$ cat config.mk
export PLATFORM = sky130hd
export DESIGN_NAME = pim_vec_ctrl
export DESIGN_NICKNAME = d
export VERILOG_FILES = /design/src/rtl/pim_pkg.sv /design/src/rtl/pim_alu.sv /design/src/rtl/pim_vec_ctrl.sv
export SDC_FILE = /design/constraint.sdc
export NUM_CORES = 1
export LEC_CHECK = 0
export BUFFER_PORTS_ARGS = -buffer_cell sky130_fd_sc_hd__buf_2
export CORE_ASPECT_RATIO = 2
export CORE_MARGIN = 2
export CORE_UTILIZATION = 40
export DETAILED_ROUTE_END_ITERATION = 7
export GPL_TIMING_DRIVEN = 0
export HOLD_SLACK_MARGIN = 0.1
export MAX_ROUTING_LAYER = met4
export PLACE_DENSITY = 0.71
export SETUP_SLACK_MARGIN = 0.3
export SKIP_LAST_GASP = 1
export SYNTH_ARGS = -nofsm -noshare
export SYNTH_HDL_FRONTEND = slang
export SYNTH_SLANG_ARGS = --single-unit
export TNS_END_PERCENT = 1
$ cat constraint.sdc
create_clock -name clk -period 19.65 [get_ports clk]
set_input_delay 3.93 -clock clk [delete_from_list [all_inputs] [get_ports clk]]
set_output_delay 3.93 -clock clk [all_outputs]
set_load 0.05 [all_outputs]
$ cat src/rtl/pim_pkg.sv
// Shared definitions for the PIM vector sequencer and its ALU.
// Opcodes are kept 3 bits wide so future tiles can reuse the same decode.
package pim_pkg;

  localparam int DATA_WIDTH_DEF = 16;
  localparam int ADDR_WIDTH_DEF = 6;
  localparam int LEN_WIDTH_DEF  = ADDR_WIDTH_DEF + 1;

  typedef enum logic [2:0] {
    OP_ADD  = 3'd0,
    OP_SUB  = 3'd1,
    OP_MUL  = 3'd2,
    OP_AND  = 3'd3,
    OP_OR   = 3'd4,
    OP_XOR  = 3'd5,
    OP_MAX  = 3'd6,
    OP_COPY = 3'd7
  } op_e;

  typedef enum logic [1:0] {
    ST_IDLE = 2'd0,
    ST_RD   = 2'd1,
    ST_WR   = 2'd2,
    ST_FIN  = 2'd3
  } state_e;

endpackage

$ cat src/rtl/pim_alu.sv
// Combinational element-wise ALU; all results wrap to DATA_WIDTH bits,
// MAX compares as signed two's-complement.
module pim_alu
  import pim_pkg::*;
#(
  parameter int DATA_WIDTH = DATA_WIDTH_DEF
) (
  input  logic [2:0]            op,
  input  logic [DATA_WIDTH-1:0] a,
  input  logic [DATA_WIDTH-1:0] b,
  output logic [DATA_WIDTH-1:0] y
);

  always_comb begin
    y = a;
    case (op_e'(op))
      OP_ADD:  y = a + b;
      OP_SUB:  y = a - b;
      OP_MUL:  y = a * b;
      OP_AND:  y = a & b;
      OP_OR:   y = a | b;
      OP_XOR:  y = a ^ b;
      OP_MAX:  y = ($signed(a) > $signed(b)) ? a : b;
      OP_COPY: y = a;
      default: y = a;
    endcase
  end

endmodule

$ cat src/rtl/pim_vec_ctrl.sv
// Element-wise vector sequencer over one dual-port BRAM: read A/B, apply ALU,
// write back through port A; the host borrows port B whenever the FSM is idle.
module pim_vec_ctrl
  import pim_pkg::*;
#(
  parameter int DATA_WIDTH = DATA_WIDTH_DEF,
  parameter int ADDR_WIDTH = ADDR_WIDTH_DEF,
  parameter int LEN_WIDTH  = ADDR_WIDTH + 1
) (
  input  logic                  clk,
  input  logic                  rst,
  input  logic                  start,
  input  logic [2:0]            op,
  input  logic [ADDR_WIDTH-1:0] src_a,
  input  logic [ADDR_WIDTH-1:0] src_b,
  input  logic [ADDR_WIDTH-1:0] dst,
  input  logic [LEN_WIDTH-1:0]  len,
  output logic                  busy,
  output logic                  done,
  input  logic                  host_req,
  input  logic                  host_we,
  input  logic [ADDR_WIDTH-1:0] host_addr,
  input  logic [DATA_WIDTH-1:0] host_wdata,
  output logic                  host_gnt,
  output logic [DATA_WIDTH-1:0] host_rdata,
  output logic                  host_rvalid,
  output logic                  wea,
  output logic                  web,
  output logic [ADDR_WIDTH-1:0] addra,
  output logic [ADDR_WIDTH-1:0] addrb,
  output logic [DATA_WIDTH-1:0] dia,
  output logic [DATA_WIDTH-1:0] dib,
  input  logic [DATA_WIDTH-1:0] doa,
  input  logic [DATA_WIDTH-1:0] dob
);

  state_e                state_reg;
  logic [2:0]            op_reg;
  logic [ADDR_WIDTH-1:0] src_a_reg;
  logic [ADDR_WIDTH-1:0] src_b_reg;
  logic [ADDR_WIDTH-1:0] dst_reg;
  logic [LEN_WIDTH-1:0]  len_reg;
  logic [LEN_WIDTH-1:0]  idx_reg;
  logic                  busy_reg;
  logic                  done_reg;
  logic                  rvalid_reg;
  logic [ADDR_WIDTH-1:0] addra_hold_reg;
  logic [ADDR_WIDTH-1:0] addrb_hold_reg;

  logic [ADDR_WIDTH-1:0] elem_idx;
  logic [DATA_WIDTH-1:0] alu_y;
  logic                  last_elem;

  pim_alu #(
    .DATA_WIDTH(DATA_WIDTH)
  ) u_alu (
    .op(op_reg),
    .a (doa),
    .b (dob),
    .y (alu_y)
  );

  // Index never exceeds len-1, so its low bits are the in-vector offset.
  assign elem_idx  = idx_reg[ADDR_WIDTH-1:0];
  assign last_elem = (idx_reg == (len_reg - LEN_WIDTH'(1)));

  // A start in the same cycle takes priority over the host.
  assign host_gnt    = host_req && (state_reg == ST_IDLE) && !start;
  assign host_rdata  = dob;
  assign host_rvalid = rvalid_reg;
  assign busy        = busy_reg;
  assign done        = done_reg;

  always_comb begin
    wea   = 1'b0;
    web   = 1'b0;
    addra = addra_hold_reg;
    addrb = addrb_hold_reg;
    dia   = alu_y;
    dib   = host_wdata;
    case (state_reg)
      ST_RD: begin
        addra = src_a_reg + elem_idx;
        addrb = src_b_reg + elem_idx;
      end
      ST_WR: begin
        wea   = 1'b1;
        addra = dst_reg + elem_idx;
      end
      ST_IDLE: begin
        if (host_gnt) begin
          addrb = host_addr;
          web   = host_we;
        end
      end
      default: ;
    endcase
    // Writes must stop in the very cycle reset is sampled.
    if (rst) begin
      wea = 1'b0;
      web = 1'b0;
    end
  end

  always_ff @(posedge clk) begin
    if (rst) begin
      state_reg      <= ST_IDLE;
      op_reg         <= 3'd0;
      src_a_reg      <= '0;
      src_b_reg      <= '0;
      dst_reg        <= '0;
      len_reg        <= '0;
      idx_reg        <= '0;
      busy_reg       <= 1'b0;
      done_reg       <= 1'b0;
      rvalid_reg     <= 1'b0;
      addra_hold_reg <= '0;
      addrb_hold_reg <= '0;
    end else begin
      addra_hold_reg <= addra;
      addrb_hold_reg <= addrb;
      done_reg       <= (state_reg == ST_FIN);
      rvalid_reg     <= host_gnt && !host_we;
      case (state_reg)
        ST_IDLE: begin
          if (start) begin
            op_reg    <= op;
            src_a_reg <= src_a;
            src_b_reg <= src_b;
            dst_reg   <= dst;
            len_reg   <= len;
            idx_reg   <= '0;
            if (len != '0) begin
              state_reg <= ST_RD;
              busy_reg  <= 1'b1;
            end else begin
              state_reg <= ST_FIN;
            end
          end
        end
        ST_RD: begin
          state_reg <= ST_WR;
        end
        ST_WR: begin
          // Element i is committed before element i+1 is read.
          if (last_elem) begin
            state_reg <= ST_FIN;
            busy_reg  <= 1'b0;
          end else begin
            idx_reg   <= idx_reg + LEN_WIDTH'(1);
            state_reg <= ST_RD;
          end
        end
        ST_FIN: begin
          state_reg <= ST_IDLE;
        end
        default: state_reg <= ST_IDLE;
      endcase
    end
  end

endmodule

==> impl_metrics.json <==
{
  "grt_use_total": 0.294,
  "numClockSinks": 52,
  "synthCells": 1273,
  "clk-insertion-delay-late_ns": 0.30,
  "leakage_nw": 5.30,
  "synth-compound-area-share": 0.175,
  "final_common_cell": "nand2_1",
  "synth-seq-cells": 52,
  "p_per_area_nw_per_um2": 109,
  "cts_resized": 0,
  "place_congestion": 1.03,
  "period_needed_ns": 14.81,
  "wl_per_cell_um": 21.1,
  "hold_path_depth": 2,
  "drcViolationCount": 0,
  "antenna_found_initial": 0,
  "via_per_inst": 5.62,
  "root_buffer": "clkbuf_16",
  "clk_pin_slew_ns": 0.07,
  "fin_crit_sh": 0.753,
  "synth_nets": 1557,
  "fmax_mhz": 67.5,
  "status": "complete, no violations",
  "vias": 9567,
  "cts_hold_buffers": 0,
  "worstHoldStart": "src_a_reg[4]$_SDFFE_PP0P_",
  "final_cell_count_no_fill": 1703,
  "fin_skew_ns": 0.0103,
  "routed_wl_um": 36000,
  "multiInputGateArea_um2": 7450,
  "tightest_slew_ns": 1.03,
  "p_seq_frac": 0.106,
  "ios": 153,
  "die_height_um": 223,
  "grt_max_degree": 18,
  "hold_violations": 0,
  "postCtsSetupBuffers": 0,
  "synthXorXnorAreaFrac": 0.0682,
  "htreeDepth": 2,
  "ff2ff_path_depth": 11,
  "grt-ovfl-total": 0,
  "cp-end-kind": "output port",
  "clock_power_share": 0.087,
  "core_um2": 23700,
  "path_max_fanout": 11,
  "numCtsBuffers": 5,
  "yosys_warnings": 0,
  "synth_async_sr_flop_share": 0,
  "first_global_vias": 9965,
  "synth_fa_ha_area_frac": 0.321,
  "slew_headroom": 0.308,
  "synth-edff-count": 0,
  "dr.pass1.iters": 5,
  "fill_cells": 2463,
  "r2r_slack_ns": 16.48,
  "dp_cells": 1695,
  "hp-class": "flip-flop to flip-flop",
  "ant_nets": 0,
  "muxShareOfSynthArea": 0.0336,
  "pwr-share-comb": 0.807,
  "crit_type": "input pin to output port",
  "drive_gt1_frac": 0.155,
  "drt_first_iter_violations": 510,
  "cp_data_required_time_ns": 15.72,
  "areaGrowthSynthToFinish_pct": 12.6,
  "insertedDiodeCount": 0,
  "start_util": 0.406,
  "final-setup-viol-count": 0,
  "rsz0062_at_grt": "no",
  "port_buffers": 135,
  "yosys.area_share.simple": 0.175,
  "cts_tree": "built",
  "ys_seq_area_frac": 0.108,
  "crit_arrival_ns": 10.88,
  "synth_top_family_by_area": "adder cells",
  "swShare": 0.544,
  "slew_violations": 0,
  "ys.flop_type": "dfxtp_1",
  "grt_pass1_wl_um": 55100,
  "die-area_um2": 25400,
  "max-vdd-ir-drop_uv": 70.3,
  "yosysUniqueCellTypes": 72,
  "die_w_um": 114,
  "worstHoldEndpoint": "src_a_reg[4]$_SDFFE_PP0P_",
  "switchingPower_w": 0.000641,
  "intPower_w": 0.000537,
  "syn_avg_cell_area_um2": 7.57,
  "rows": 80,
  "syn_area_um2": 9630,
  "final_cell_mix": "nand2_1, inv_1, buf_2, nor2_1, ha_1",
  "cp-start-kind": "input pin",
  "clk_path_buf_depth": 2,
  "nets": 1699,
  "reg2reg_to": "addra_hold_reg[4]$_SDFF_PP0_",
  "maxCapViolations": 0,
  "tns_ns": 0,
  "seq_area_um2": 1040,
  "r2r_start": "state_reg[1]$_SDFFE_PP0P_",
  "hpwl_um": 30000
}
==> synth_stat cells (all sizes together), types with 4 or more instances <==
cell    number  area (um2)
or3          5        31.3
o22ai        5        31.3
o21bai       7        52.6
o21ai       55         275
dfxtp       52        1040
a221oi      11         103
a22oi        7        52.6
o41ai        4        61.3
xor2        27         236
and2         4        25.0
ha         113        1410
o211ai       4        35.0
nor2b       17         109
fa          84        1680
or2          4        25.0
clkinv       8        30.0
a222oi       4        40.0
nand2b      13        81.3
nor3b        4        35.0
buf         48         319
a21oi       95         475
clkbuf      46         173
mux2i       11         110
o31ai        6        45.0
a21o        12        90.1
a211oi       8        65.1
xnor2       48         420
nand2      185         694
a211o        4        35.0
inv        166         623
nor3        14        70.1
nand3        9        45.0
a21boi       4        30.0
nor2       123         462
mux2        19         214
nand4        4        25.0
==> power by group through the flow <==
stage / clock network (W) / logic, W / registers [W]
2_1_floorplan: 0 / 0.000702 / 0.000127
3_3_place_gp: 0 / 0.000923 / 0.000126
3_5_place_dp: 0 / 0.000942 / 0.000127
4_1_cts: 0.000103 / 0.000948 / 0.000124
5_1_grt: 0.000108 / 0.00105 / 0.000126
6_report: 0.000103 / 0.000950 / 0.000125
==> area by class of cell <==
type	count	area share
plain buffers	94	0.0453
inverters	174	0.0602
clock inverters	3	0.00438
well taps	287	0.0331
flip-flops and latches	52	0.0960
clock buffers	5	0.0115
multi-input cells	953	0.687
repair buffers	135	0.0623
==> worst max-delay path by stage <==
stage	from	endpoint	slack (ns)	depth (start not counted)
finish	doa[1]	dia[14]	4.84	22
floorplan	dob[1]	dia[11]	6.16	20
global placement	doa[1]	dia[14]	4.95	22
global route	doa[1]	dia[14]	4.54	22
CTS	doa[1]	dia[14]	4.92	22
detailed placement	doa[1]	dia[14]	4.96	22
==> critical path: stages <==
cell and delay [ns]:
buf_2 0.10, clkbuf_1 0.65, clkinv_1 0.80, nor2_1 0.32, fa_1 0.46, fa_1 0.45, ha_1 0.22, fa_1 0.48
inv_1 0.06, fa_1 0.51, fa_1 0.51, inv_1 0.04, ha_1 0.23, nor3_1 0.16, o21ai_0 0.13, a31oi_1 0.45
o21ai_0 0.26, o22a_1 0.23, xor2_1 0.19, a221oi_1 0.11, o22ai_1 0.26, buf_2 0.31
==> metrics by stage <==
step | hold slack (ns) | total power, W | utilization | instance area [um2] | worst slack [ns]
2_1_floorplan | 0.433 | 0.000829 | - | 9630 | 6.16
3_3_place_gp | 0.439 | 0.00105 | 0.450 | 10700 | 4.95
3_5_place_dp | 0.446 | 0.00107 | 0.450 | 10700 | 4.96
4_1_cts | 0.455 | 0.00118 | 0.457 | 10800 | 4.92
5_1_grt | 0.474 | 0.00129 | 0.457 | 10800 | 4.54
6_report | 0.452 | 0.00118 | 0.457 | 10800 | 4.84
==> routing by layer <==
metal	part of all wire	track usage
met5	0	-
met4	0.10	0.238
met3	0.046	0.0223
met2	0.54	0.543
met1	0.32	0.271
==> logic make-up after synthesis <==
group | after synthesis
XOR/XNOR | 75
AO/OA/AOI/OAI | 258
adder cells (fa/ha/maj) | 197
buffers and inverters | 268
AND/OR/NAND/NOR | 393
multiplexers | 30
flip-flops | 52
Power figures use the tool's default switching activity.
